**src/rtl/uart_msg_arbiter.sv**
```systemverilog
// uart_msg_arbiter: three per-source byte FIFOs sharing one uart_tx, fault source first, node/status round-robin,
// start/busy handshake with a busy-rise timeout and a forced idle gap between bytes.
module uart_msg_arbiter #(
   parameter int DATA_W       = 8,
   parameter int FIFO_DEPTH   = 4,
   parameter int GAP_CYCLES   = 16,
   parameter int BUSY_TIMEOUT = 64
) (
   input  logic                clk_50M,
   input  logic                reset,
   input  logic [2:0]          req_valid,
   input  logic [3*DATA_W-1:0] req_data,
   output logic [2:0]          req_ready,
   input  logic                tx_busy,
   output logic                tx_start,
   output logic [DATA_W-1:0]   tx_data,
   output logic [1:0]          grant_id,
   output logic [2:0]          overflow,
   output logic                tx_error
);
   localparam int AW   = $clog2(FIFO_DEPTH);
   localparam int CMAX = (BUSY_TIMEOUT > GAP_CYCLES) ? BUSY_TIMEOUT : GAP_CYCLES;
   localparam int CW   = $clog2(CMAX + 1);
   localparam logic [AW:0]   PTR_ONE = (AW+1)'(1);
   localparam logic [CW-1:0] CNT_ONE = CW'(1);

   typedef enum logic [2:0] {IDLE, LOAD, WAIT_BUSY, WAIT_DONE, GAP} state_t;

   state_t            state, state_d;
   logic [DATA_W-1:0] mem [3][FIFO_DEPTH];
   logic [AW:0]       wr_ptr [3];
   logic [AW:0]       rd_ptr [3];
   logic [DATA_W-1:0] head [3];
   logic [2:0]        empty, push, pop;
   logic [CW-1:0]     cnt, cnt_d;
   logic [1:0]        win, grant_d;
   logic              rr, grant_now, err_set;

   for (genvar i = 0; i < 3; i++) begin : g_fifo
      assign empty[i]     = wr_ptr[i] == rd_ptr[i];
      assign req_ready[i] = !((wr_ptr[i][AW] != rd_ptr[i][AW]) && (wr_ptr[i][AW-1:0] == rd_ptr[i][AW-1:0]));
      assign push[i]      = req_valid[i] && req_ready[i];
      assign pop[i]       = (state == LOAD) && (grant_id == 2'(i));
      assign head[i]      = mem[i][rd_ptr[i][AW-1:0]];
      always_ff @(posedge clk_50M)
         if (push[i]) mem[i][wr_ptr[i][AW-1:0]] <= req_data[i*DATA_W +: DATA_W];
   end

   always_ff @(posedge clk_50M or posedge reset)
      if (reset)
         for (int i = 0; i < 3; i++) begin
            wr_ptr[i] <= '0;
            rd_ptr[i] <= '0;
         end
      else
         for (int i = 0; i < 3; i++) begin
            if (push[i]) wr_ptr[i] <= wr_ptr[i] + PTR_ONE;
            if (pop[i]) rd_ptr[i] <= rd_ptr[i] + PTR_ONE;
         end

   // rr = 0 prefers node (1), rr = 1 prefers status (2); a lone non-empty source wins regardless
   always_comb begin
      win       = !empty[0] ? 2'd0 :
                  (!empty[1] && !empty[2]) ? (rr ? 2'd2 : 2'd1) :
                  !empty[1] ? 2'd1 : 2'd2;
      state_d   = state;
      cnt_d     = cnt;
      grant_d   = grant_id;
      grant_now = 1'b0;
      err_set   = 1'b0;
      case (state)
         IDLE:
            if (!(&empty)) begin
               grant_now = 1'b1;
               grant_d   = win;
               state_d   = LOAD;
            end
         LOAD: begin
            cnt_d   = '0;
            state_d = WAIT_BUSY;
         end
         WAIT_BUSY:
            if (tx_busy) begin
               cnt_d   = '0;
               state_d = WAIT_DONE;
            end else if (cnt == CW'(BUSY_TIMEOUT - 1)) begin
               cnt_d   = '0;
               err_set = 1'b1;
               state_d = GAP;
            end else
               cnt_d = cnt + CNT_ONE;
         WAIT_DONE:
            if (!tx_busy) begin
               cnt_d   = '0;
               state_d = GAP;
            end
         GAP:
            if (GAP_CYCLES == 0 || cnt == CW'(GAP_CYCLES - 1)) begin
               grant_d = 2'd3;
               state_d = IDLE;
            end else
               cnt_d = cnt + CNT_ONE;
         default: state_d = IDLE;
      endcase
   end

   always_ff @(posedge clk_50M or posedge reset)
      if (reset) state <= IDLE;
      else state <= state_d;

   // tx_data is captured from the winner's head at grant so it is already valid while tx_start pulses in LOAD
   always_ff @(posedge clk_50M or posedge reset)
      if (reset) begin
         cnt      <= '0;
         grant_id <= 2'd3;
         tx_start <= 1'b0;
         tx_data  <= '0;
         rr       <= 1'b0;
         tx_error <= 1'b0;
         overflow <= '0;
      end else begin
         cnt      <= cnt_d;
         grant_id <= grant_d;
         tx_start <= grant_now;
         tx_error <= tx_error | err_set;
         overflow <= overflow | (req_valid & ~req_ready);
         if (grant_now) begin
            tx_data <= head[win];
            if (win != 2'd0) rr <= ~rr;
         end
      end
endmodule

```
**config.mk**
```make
export PLATFORM = sky130hd
export DESIGN_NAME = uart_msg_arbiter
export DESIGN_NICKNAME = d
export VERILOG_FILES = /design/src/rtl/uart_msg_arbiter.sv
export SDC_FILE = /design/constraint.sdc
export NUM_CORES = 1
export LEC_CHECK = 0
export ABC_AREA = 1
export BUFFER_PORTS_ARGS = -buffer_cell sky130_fd_sc_hd__buf_2
export CORE_AREA = 2 2 131 133
export DETAILED_ROUTE_END_ITERATION = 8
export DIE_AREA = 0 0 133 135
export PLACE_DENSITY_LB_ADDON = 0.12
export SLEW_MARGIN = 20
export SYNTH_ARGS = -nofsm -noshare
export SYNTH_HDL_FRONTEND = slang
export SYNTH_SLANG_ARGS = --single-unit
```
**constraint.sdc**
```tcl
create_clock -name clk_50M -period 4.35 [get_ports clk_50M]
set_input_delay 0.2175 -clock clk_50M [delete_from_list [all_inputs] [get_ports clk_50M]]
set_output_delay 0.2175 -clock clk_50M [all_outputs]
set_load 0.02 [all_outputs]
```
==> out/results.tsv, run 1 <==
stage	metric	value	unit
status	status	completed	
final_layout	final core utilization	0.436	
detailed_routing	DRT antenna net count	0	
sta	Worst Tran Pin Value	0.816	ns
clock_tree	clk buf depth	2	
sta	slew margin rel.	0.455	
setup_path	worst path bufs/invs	1	
clock_tree	clock slew at reported path FFs	0.06	ns
flow_run	Max-Cap Viols	0	
global_routing	gr usage total	0.163	
power_and_ir_drop	Pwr Total	5290	uW
power_and_ir_drop	Clk network pwr share	0.261	
synth	syn_area_per_cell	10.9	um^2
die	chip width	133	um
global_routing	initial antenna violation count	0	
setup_path	CP Capture Type	flop	
synth	post-synthesis sequential area ratio	0.649	
power_and_ir_drop	Flop pwr share	0.404	
synth	cells after synthesis	562	
synth	syn nets	608	
detailed_routing	final wirelength	13700	um
final_layout	diode count	0	
final_layout	Area growth syn-to-layout	16.4	%
synth	ys flop type	edfxtp_1	
die	initial core utilization	0.375	
placement	dpl ws	1.84	ns
synth	Netlist Area Pre-Place	6150	um^2
synth	flops & latches, synth	140	
synth	area leader, netlist	edfxtp_1	
detailed_routing	initial DRC count	244	
sta	final worst slack	1.86	ns
setup_path	WP depth	6	
final_layout	Final #Nets	661	
clock_tree	Clock Sink Count	140	
synth	most frequent cell after synthesis	edfxtp_1	
power_and_ir_drop	Leak	0.00292	uW
synth	synth cell count leaders	edfxtp_1 (96), nor2_1 (92), nand2_1 (86), inv_1 (52), o21ai_0 (48)	
sta	period utilization	0.572	
clock_tree	H-Tree Depth	4	
sta	minimum clock period	2.49	ns
sta	Hold Fails Final Rpt	0	
detailed_routing	total number of vias	4118	
setup_path	worst path required time	4.39	ns
setup_path	crit path from	rd_ptr[3]$_DFFE_PP0P_	
power_and_ir_drop	peak supply drop	0.000321	V
setup_path	R2R cell count	6	
clock_tree	cts bufs inserted	17	
setup_path	R2R Path Start	rd_ptr[3]$_DFFE_PP0P_	
global_routing	first-pass GRT wire length	22300	um
setup_path	kind of critical path	flop to flop	
synth	share of synthesized registers carrying an async set or reset	0.314	
sta	RSZ-0062 raised after global routing	no	
placement	hpwl dp	10100	um
synth	share of the synthesized area in the top cell type	0.469	
sta	setup TNS	0	ns
placement	Placer Congestion	0.811	
setup_path	critical path's slowest cell	dfrtp_1	
die	Die H	135	um
setup_path	Top delay family on crit path	simple AND/OR/NAND/NOR gates	
synth	post-synth cell types	34	
power_and_ir_drop	Pint	3240	uW
placement	port bufs	47	
sta	clk_skew	0.00985	ns
sta	final slew viol count	0	
global_routing	vias in the first global route	4106	
die	Core Rows	47	
detailed_routing	# DRC	0	
clock_tree	post_cts resized	0	
detailed_routing	first-pass iteration count of the detailed router	5	
clock_tree	CTS Root Buffer Type	clkbuf_16	
power_and_ir_drop	Comb pwr share	0.335	
global_routing	GRT Residual Overflow	0	
detailed_routing	via-per-instance ratio	4.86	
placement	area post-placement	6570	um^2
setup_path	CP peak stage delay	0.74	ns
die	Die Area	18000	um^2
synth	Post-synth EDFFs	96	
setup_path	FF-to-FF setup slack	1.86	ns
clock_tree	Worst-Skew Late Latency	0.42	ns
detailed_routing	wire per inst	16.1	um
synth	leading post-synthesis cells by cell area	edfxtp_1 (47%), dfrtp_1 (17%), nor2_1 (5.6%)	
clock_tree	CTS tree	yes	
final_layout	share of cells above drive strength 1	0.156	
synth	yosys synthesis warning count	0	
setup_path	crit-path most repeated cell	nand2_1	
sta	setup violators final	0	
power_and_ir_drop	Sw Ratio	0.387	
global_routing	pin count of the biggest net entering global routing	45	
die	IO Count	48	
power_and_ir_drop	Cell Pwr Density	739	nW/um^2
setup_path	R2R Path End	mem[0][34]$_DFFE_PP_	
power_and_ir_drop	Switch Pwr	2050	uW
setup_path	crit start category	flop	
setup_path	CP arrival	2.53	ns
hold_path	Hold Path Class	input pin to flop	
die	core area	16400	um^2
setup_path	crit path to	mem[0][34]$_DFFE_PP_	
setup_path	CP cell instances	inv_4 > nand2_1 > nand2_1 > nand4_1 > nand2_1 > nor2_1	
final_layout	cell area after layout	7150	um^2
setup_path	Max FO, Critical Path	19	
sta	highest clock rate	402	MHz
-- routing by layer --
layer	routed length, um	GRT usage
met3	772	0.0458
met1	6270	0.218
met4	165	0.0472
met2	6450	0.262
met5	0	0
-- cells by family (layout without fill, tap and decap cells) --
logic type                 count (synthesis)  after routing  share of synthesized area
xor gates and xnor gates                  19             19                     0.0301
AOI/OAI and AO/OA                         92             92                     0.0859
and+or+nand+nor                          225            225                      0.154
buffers and inverters                     70            136                     0.0485
adders and majority gates                 16             16                     0.0326
DFF                                      140            140                      0.649
-- cell usage in the layout, fill, tap and decap left out, types with 2 or more instances in the layout --
| cell | count |
|---|---|
| edfxtp_1 | 96 |
| a21oi_1 | 18 |
| dfrtp_1 | 42 |
| clkbuf_1 | 2 |
| inv_1 | 51 |
| o22ai_1 | 14 |
| nand3_2 | 2 |
| inv_4 | 2 |
| nand4_1 | 7 |
| nor2_1 | 92 |
| dfstp_2 | 2 |
| nor2_4 | 2 |
| o21ai_0 | 48 |
| inv_6 | 4 |
| clkinv_4 | 3 |
| o21bai_1 | 4 |
| nand2_1 | 86 |
| nand3_1 | 28 |
| nand2_2 | 5 |
| buf_2 | 47 |
| clkinv_2 | 3 |
| inv_2 | 2 |
| xnor2_1 | 5 |
| a32o_1 | 3 |
| clkbuf_16 | 17 |
| clkbuf_8 | 2 |
| ha_1 | 16 |
| xor2_1 | 13 |
-- flip-flops by register name, indices dropped and copies added (netlist names) --
signal    cells
grant_id      2
tx_start      1
tx_error      1
tx_data       8
state         3
rd_ptr        9
rr            1
mem          96
wr_ptr        9
overflow      3
cnt           7
-- how the worst min path moves through the flow --
stage	to	cells past startpoint	slack [ns]	from
global route	mem[0][18]$_DFFE_PP_	1	0.008	req_data[2]
CTS	mem[0][27]$_DFFE_PP_	1	0.0008	req_data[3]
floorplan	mem[0][0]$_DFFE_PP_	0	0.32	req_data[0]
global placement	mem[0][18]$_DFFE_PP_	1	0.44	req_data[2]
detailed placement	mem[0][27]$_DFFE_PP_	1	0.44	req_data[3]
finish	mem[0][25]$_DFFE_PP_	1	0.01	req_data[1]
-- repair_timing --
action | 4_1_cts | 5_1_grt
endpoints found under the hold margin | 0 | 5
buffers inserted | 0 | 0
hold buffers | 0 | 1
-- cell type report --
class | instances | area (um^2)
Inverter | 56 | 216
Clock buffer | 21 | 460
Timing Repair Buffer | 48 | 245
Fill cell | 1530 | 9250
Multi-Input combinational cell | 352 | 1860
Sequential cell | 140 | 3990
Tap cell | 220 | 275
Clock inverter | 11 | 109
-- per-stage QoR --
step                hold WS, ns  cells
floorplan                 0.316    562
global placement          0.438    815
detailed placement        0.439    815
CTS                    0.000753    847
global route            0.00792    848
finish                   0.0118    848
-- power groups by stage --
stage          Combinational (uW)  Clock (uW)  Sequential [uW]
2_1_floorplan                1360           0             2080
3_3_place_gp                 1760           0             2170
3_5_place_dp                 1800           0             2160
4_1_cts                      1800        1410             2140
5_1_grt                      2020        1470             2180
6_report                     1770        1380             2140
-- worst reg2reg max path, cell delays in order, from the launching register on --
cell and delay [ns]:
dfrtp_1 0.74, inv_4 0.19, nand2_1 0.10, nand2_1 0.08, nand4_1 0.14, nand2_1 0.22, nor2_1 0.66
Note: power is estimated with default switching activity, not from simulation.
==> inputs of run 2 (changes only) <==
--- a/config.mk
+++ b/config.mk
@@ -5,11 +5,11 @@
 export SDC_FILE = /design/constraint.sdc
 export NUM_CORES = 1
 export LEC_CHECK = 0
-export ABC_AREA = 1
+export ABC_AREA = 0
 export BUFFER_PORTS_ARGS = -buffer_cell sky130_fd_sc_hd__buf_2
-export CORE_AREA = 2 2 131 133
+export CORE_AREA = 2 2 129 131
 export DETAILED_ROUTE_END_ITERATION = 8
-export DIE_AREA = 0 0 133 135
+export DIE_AREA = 0 0 131 133
 export PLACE_DENSITY_LB_ADDON = 0.12
 export SLEW_MARGIN = 20
 export SYNTH_ARGS = -nofsm -noshare
==> constraint.sdc (replaced) <==
create_clock -name clk_50M -period 2.6 [get_ports clk_50M]
set_input_delay 0.13 -clock clk_50M [delete_from_list [all_inputs] [get_ports clk_50M]]
set_output_delay 0.13 -clock clk_50M [all_outputs]
set_load 0.02 [all_outputs]
==> run 2 against run 1 <==
Compared with the run above: synthesized cell count down 34%; maximum frequency increased by 26%; utilization rose by 1.6 points; die area fell by 3.0%; clock skew is 0.0037 ns lower; sequential share of layout area is 1.2 points lower; global-route usage decreased by 1.3 points; highest routed layer unchanged.
==> out/results.tsv, run 2 <==
stage	metric	value	unit	change
status	status	completed		unchanged
sta	slew margin rel.	0.357		was 0.455
global_routing	GRT Residual Overflow	0		unchanged
global_routing	pin count of the biggest net entering global routing	45		unchanged
final_layout	share of cells above drive strength 1	0.254		was 0.156
detailed_routing	wire per inst	17.1	um	was 16.1 um
sta	RSZ-0062 raised after global routing	no		unchanged
power_and_ir_drop	Leak	0.00280	uW	was 0.00292 uW
synth	share of synthesized registers carrying an async set or reset	0.314		unchanged
global_routing	gr usage total	0.150		was 0.163
setup_path	CP cell instances	buf_4 > mux4_2 > mux2_4 > a211o_1		was inv_4 > nand2_1 > nand2_1 > nand4_1 > nand2_1 > nor2_1
synth	ys flop type	edfxtp_1		unchanged
sta	setup TNS	0	ns	unchanged
synth	syn nets	417		was 608
flow_run	Max-Cap Viols	0		unchanged
power_and_ir_drop	Cell Pwr Density	1190	nW/um^2	was 739 nW/um^2
setup_path	Max FO, Critical Path	9		was 19
sta	period utilization	0.760		was 0.572
synth	share of the synthesized area in the top cell type	0.479		was 0.469
sta	clk_skew	0.00612	ns	was 0.00985 ns
global_routing	first-pass GRT wire length	19000	um	was 22,300 um
sta	minimum clock period	1.98	ns	was 2.49 ns
synth	area leader, netlist	edfxtp_1		unchanged
clock_tree	cts bufs inserted	17		unchanged
detailed_routing	final wirelength	11900	um	was 13,700 um
detailed_routing	initial DRC count	185		was 244
setup_path	kind of critical path	flop to flop		unchanged
synth	Netlist Area Pre-Place	6020	um^2	was 6150 um^2
clock_tree	post_cts resized	0		unchanged
die	Die Area	17400	um^2	was 18,000 um^2
sta	Worst Tran Pin Value	0.963	ns	was 0.816 ns
die	core area	16200	um^2	was 16,400 um^2
synth	syn_area_per_cell	16.2	um^2	was 10.9 um^2
die	chip width	131	um	was 133 um
global_routing	initial antenna violation count	0		unchanged
placement	hpwl dp	8170	um	was 10,100 um
power_and_ir_drop	peak supply drop	0.000564	V	was 0.000321 V
die	initial core utilization	0.372		was 0.375
setup_path	Top delay family on crit path	multiplexers		was simple AND/OR/NAND/NOR gates
clock_tree	Clock Sink Count	140		unchanged
clock_tree	clk buf depth	2		unchanged
detailed_routing	DRT antenna net count	0		unchanged
sta	setup violators final	0		unchanged
detailed_routing	via-per-instance ratio	4.81		was 4.86
die	Core Rows	47		unchanged
final_layout	diode count	0		unchanged
final_layout	Final #Nets	506		was 661
setup_path	CP peak stage delay	0.60	ns	was 0.74 ns
detailed_routing	# DRC	0		unchanged
clock_tree	CTS tree	yes		unchanged
final_layout	cell area after layout	7320	um^2	was 7150 um^2
synth	leading post-synthesis cells by cell area	edfxtp_1 (48%), dfrtp_1 (17%), mux4_2 (5.2%)		was edfxtp_1 (47%), dfrtp_1 (17%), nor2_1 (5.6%)
placement	port bufs	47		unchanged
synth	Post-synth EDFFs	96		unchanged
sta	final slew viol count	0		unchanged
clock_tree	CTS Root Buffer Type	clkbuf_16		unchanged
sta	Hold Fails Final Rpt	0		unchanged
power_and_ir_drop	Pwr Total	8710	uW	was 5290 uW
setup_path	worst path bufs/invs	1		unchanged
clock_tree	H-Tree Depth	4		unchanged
global_routing	vias in the first global route	3508		was 4,106
placement	Placer Congestion	0.771		was 0.811
synth	most frequent cell after synthesis	edfxtp_1		unchanged
detailed_routing	first-pass iteration count of the detailed router	4		was 5
final_layout	most frequent cells in the layout	edfxtp_1 (96), buf_2 (47), dfrtp_1 (42)		was edfxtp_1 (96), nor2_1 (92), nand2_1 (86)
sta	highest clock rate	506	MHz	was 402 MHz
synth	flops & latches, synth	140		unchanged
final_layout	Largest register FFs	96		unchanged
final_layout	commonest non-fill, non-tap cell in the layout	edfxtp_1		unchanged
synth	yosys synthesis warning count	0		unchanged
die	Die H	133	um	was 135 um
setup_path	worst path required time	2.91	ns	was 4.39 ns
synth	synth cell count leaders	edfxtp_1 (96), dfrtp_1 (42), nand2_1 (26), ha_1 (16), and3_1 (15)		was edfxtp_1 (96), nor2_1 (92), nand2_1 (86), inv_1 (52), o21ai_0 (48)
setup_path	CP Capture Type	flop		unchanged
final_layout	Area growth syn-to-layout	21.6	%	was 16.4%
clock_tree	setup repair bufs after CTS	0		unchanged
synth	post-synthesis sequential area ratio	0.662		was 0.649
clock_tree	clock slew at reported path FFs	0.06	ns	about the same
clock_tree	hold_buf cts	27		was 0
synth	cells after synthesis	371		was 562
synth	post-synth cell types	56		was 34
placement	area post-placement	6490	um^2	was 6570 um^2
setup_path	critical path's slowest cell	dfrtp_1		unchanged
setup_path	CP arrival	2.28	ns	was 2.53 ns
die	IO Count	48		unchanged
setup_path	crit start category	flop		unchanged
detailed_routing	total number of vias	3332		was 4,118
hold_path	Hold Path Class	input pin to flop		unchanged
clock_tree	Worst-Skew Late Latency	0.43	ns	was 0.42 ns
[run 2: cell count changes after synthesis, sizes merged, moves of 9 or more]
cell   change
and3      +16
inv       -42
xnor2      +9
nand3     -22
mux4      +24
nor2      -82
nand2     -65
o22ai     -14
o21ai     -37
a21oi      -9
[run 2: routing by layer]
layer  global-route usage  vias to the layer above  share of wire
met2                0.230                       51           0.48
met1                0.199                     1659           0.46
met3               0.0416                       18          0.042
met5                    0                        -              0
li1                     -                     1604              -
met4               0.0656                        0          0.019
[run 2: path summary, 6_finish.rpt]
kind                                             from                endpoint  slack [ns]  depth (start not counted)
worst max-delay path            rd_ptr[0]$_DFFE_PP0P_  tx_data[5]$_DFFE_PP0P_        0.62                          4
worst min-delay path                     req_valid[2]   overflow[2]$_DFF_PP0_        0.04                          2
worst max register to register  rd_ptr[0]$_DFFE_PP0P_  tx_data[5]$_DFFE_PP0P_        0.62                          4
worst min register to register     tx_error$_DFF_PP0_      tx_error$_DFF_PP0_        0.46                          1
max in group asynchronous                       reset   overflow[1]$_DFF_PP0_        1.52                          3
min in group asynchronous                       reset   wr_ptr[7]$_DFFE_PP0P_        0.48                          3
[run 2: area by class of cell]
class | count | area (um^2)
fill | 1430 | 8850
tap | 220 | 275
clock buffer | 18 | 429
inverter | 14 | 52.6
sequential | 140 | 3990
timing repair buffer | 81 | 558
clock inverter | 14 | 128
multi-input combinational | 206 | 1890
[run 2: per-stage QoR]
| stage | setup WS [ns] | util | hold slack (ns) | instances |
|---|---|---|---|---|
| 2_1_floorplan | 0.875 | - | 0.229 | 371 |
| 4_1_cts | 0.597 | 0.452 | 0.0156 | 693 |
| 6_report | 0.624 | 0.452 | 0.0440 | 693 |
| 5_1_grt | 0.481 | 0.452 | 0.0421 | 693 |
| 3_3_place_gp | 0.630 | 0.401 | 0.340 | 634 |
| 3_5_place_dp | 0.609 | 0.401 | 0.347 | 634 |
[run 2: kinds of logic after synthesis]
group | Yosys count | share of synthesized area
xor gates and xnor gates | 24 | 0.0399
AOI/OAI and AO/OA | 56 | 0.0661
and+or+nand+nor | 82 | 0.0692
buffers and inverters | 25 | 0.0249
adders and majority gates | 16 | 0.0333
muxes | 28 | 0.104
DFF | 140 | 0.662
[run 2: where the power goes]
group | internal, uW | switching [uW]
Combinational | 1260 | 1660
Clock | 1260 | 1020
Sequential | 3060 | 452
Total | 5580 | 3130
==> inputs of run 3 (changes only) <==
==> constraint.sdc (replaced) <==
create_clock -name clk_50M -period 1.9 [get_ports clk_50M]
set_input_delay 0.095 -clock clk_50M [delete_from_list [all_inputs] [get_ports clk_50M]]
set_output_delay 0.095 -clock clk_50M [all_outputs]
set_load 0.02 [all_outputs]
==> run 3 against run 2 <==
Compared with the run above: maximum frequency is 11% higher; critical path depth is 1 higher; global-route usage is 0.63 points higher; critical path type unchanged.
==> out/results.tsv, run 3 (same netlist as run 2, synthesis figures left out) <==
stage	metric	value	unit	change
setup_path	crit path to	tx_data[5]$_DFFE_PP0P_		unchanged
die	Core Rows	47		unchanged
die	Die H	133	um	unchanged
placement	dpl ws	0.139	ns	was 0.609 ns
detailed_routing	# DRC	0		unchanged
global_routing	gr usage total	0.156		was 0.150
global_routing	GRT Residual Overflow	0		unchanged
clock_tree	clock slew at reported path FFs	0.06	ns	about the same
die	IO Count	48		unchanged
sta	period utilization	0.937		was 0.760
setup_path	crit path from	rd_ptr[2]$_DFFE_PP0P_		was rd_ptr[0]$_DFFE_PP0P_
status	status	completed		unchanged
die	Die Area	17400	um^2	unchanged
detailed_routing	total number of vias	3439		was 3,332
placement	hpwl dp	8570	um	was 8170 um
clock_tree	clk buf depth	2		unchanged
sta	final worst slack	0.120	ns	was 0.624 ns
setup_path	CP cell instances	xor2_2 > o31ai_4 > nand2_2 > mux2_4 > a211o_1		was buf_4 > mux4_2 > mux2_4 > a211o_1
sta	clk_skew	0.0154	ns	was 0.00612 ns
setup_path	critical path's slowest cell	dfrtp_1		unchanged
global_routing	first-pass GRT wire length	19800	um	was 19,000 um
setup_path	R2R Path End	tx_data[5]$_DFFE_PP0P_		unchanged
clock_tree	Worst-Skew Late Latency	0.43	ns	about the same
final_layout	most frequent cells in the layout	edfxtp_1 (96), buf_2 (47), dfrtp_1 (42)		unchanged
detailed_routing	first-pass iteration count of the detailed router	4		unchanged
sta	worst hold slack	0.0307	ns	was 0.0440 ns
power_and_ir_drop	Cell Pwr Density	1630	nW/um^2	was 1190 nW/um^2
power_and_ir_drop	peak supply drop	0.000846	V	was 0.000564 V
detailed_routing	via-per-instance ratio	4.82		was 4.81
setup_path	R2R Path Start	rd_ptr[2]$_DFFE_PP0P_		was rd_ptr[0]$_DFFE_PP0P_
sta	Hold Fails Final Rpt	0		unchanged
global_routing	initial antenna violation count	0		unchanged
clock_tree	Clock Sink Count	140		unchanged
setup_path	FF-to-FF setup slack	0.12	ns	was 0.62 ns
sta	final slew viol count	0		unchanged
detailed_routing	wire per inst	17.3	um	was 17.1 um
sta	slew margin rel.	0.625		was 0.357
clock_tree	cts bufs inserted	17		unchanged
final_layout	commonest non-fill, non-tap cell in the layout	edfxtp_1		unchanged
setup_path	worst path required time	2.21	ns	was 2.91 ns
setup_path	Max FO, Critical Path	4		was 9
hold_path	worst hold stages	2		unchanged
setup_path	Top delay family on crit path	compound AO/OA/AOI/OAI gates		was multiplexers
setup_path	R2R cell count	5		was 4
setup_path	crit start category	flop		unchanged
sta	highest clock rate	562	MHz	was 506 MHz
sta	minimum clock period	1.78	ns	was 1.98 ns
sta	setup TNS	0	ns	unchanged
power_and_ir_drop	Leak	0.00291	uW	was 0.00280 uW
detailed_routing	DRT antenna net count	0		unchanged
sta	setup violators final	0		unchanged
flow_run	Max-Cap Viols	0		unchanged
hold_path	Hold Path Class	input pin to flop		unchanged
placement	Placer Congestion	0.787		was 0.771
setup_path	CP Capture Type	flop		unchanged
clock_tree	H-Tree Depth	4		unchanged
setup_path	WP depth	5		was 4
detailed_routing	final wirelength	12400	um	was 11,900 um
final_layout	share of cells above drive strength 1	0.289		was 0.254
die	core area	16200	um^2	unchanged
final_layout	Final #Nets	527		was 506
final_layout	diode count	0		unchanged
detailed_routing	initial DRC count	254		was 185
clock_tree	CTS tree	yes		unchanged
setup_path	worst path bufs/invs	0		was 1
final_layout	Area growth syn-to-layout	24.9	%	was 21.6%
clock_tree	CTS Root Buffer Type	clkbuf_16		unchanged
die	chip width	131	um	unchanged
sta	RSZ-0062 raised after global routing	no		unchanged
setup_path	CP arrival	2.09	ns	was 2.28 ns
sta	Worst Tran Pin Value	0.563	ns	was 0.963 ns
setup_path	CP peak stage delay	0.41	ns	was 0.60 ns
setup_path	kind of critical path	flop to flop		unchanged
global_routing	pin count of the biggest net entering global routing	31		was 45
final_layout	Largest register FFs	96		unchanged
power_and_ir_drop	Pwr Total	12300	uW	was 8710 uW
global_routing	vias in the first global route	3570		was 3,508
placement	port bufs	47		unchanged
die	initial core utilization	0.372		unchanged
==> run 3: cell types whose count changed in the layout (fill, tap and decap cells not counted), sizes merged <==
cell         delta
clkinv          +2
buf            +20
dlygate4sd3     +1
inv             -2
clkinvlp        +1
clkbuf          -1
==> run 3: report_power, final <==
| part | total [uW] | internal, uW | switching (uW) |
|---|---|---|---|
| combinational | 4430 | 1990 | 2440 |
| clock | 3100 | 1710 | 1390 |
| sequential | 4720 | 4180 | 540 |
==> run 3: worst min path at each step <==
stage / slack [ns] / from / to
floorplan: 0.19 / req_data[0] / mem[0][0]$_DFFE_PP_
global placement: 0.09 / reset / tx_error$_DFF_PP0_
detailed placement: 0.10 / reset / tx_error$_DFF_PP0_
CTS: 0.003 / req_valid[2] / overflow[2]$_DFF_PP0_
global route: 0.04 / req_valid[2] / overflow[2]$_DFF_PP0_
finish: 0.03 / req_valid[2] / overflow[2]$_DFF_PP0_
==> run 3: worst register-to-register path, stage by stage, from the launching register on <==
cell	delay [ns]
dfrtp_1	0.41
xor2_2	0.23
o31ai_4	0.38
nand2_2	0.10
mux2_4	0.30
a211o_1	0.25
==> run 3: cell type report <==
type / instances / area, um^2
clock buffers: 17 / 425
well taps: 220 / 275
multi-input cells: 206 / 1910
repair buffers: 102 / 743
inverters: 14 / 52.6
clock inverters: 15 / 130
fillers: 1426 / 8650
flip-flops and latches: 140 / 3990
==> run 3: timing repair <==
item	CTS	global route
buffers inserted	0	0
gates resized for setup	0	4
setup endpoints to repair	0	9
hold buffers	28	0
hold endpoints to repair	141	0
==> run 3: stage by stage <==
stage,cell area (um^2),utilization,std cells
CTS,7500,0.464,714
global route,7520,0.465,714
floorplan,6020,-,371
global placement,6670,0.412,654
finish,7520,0.465,714
detailed placement,6670,0.412,654
==> run 3: layer usage <==
metal  global-route usage  part of all wire  vias up  wire (um)
met1                0.212              0.47     1720       5760
li1                     -                 -     1649          -
met3               0.0485             0.040       10        490
met4               0.0550            0.0093        0        115
met2                0.238              0.48       60       5990
met5                    0                 0        -          0
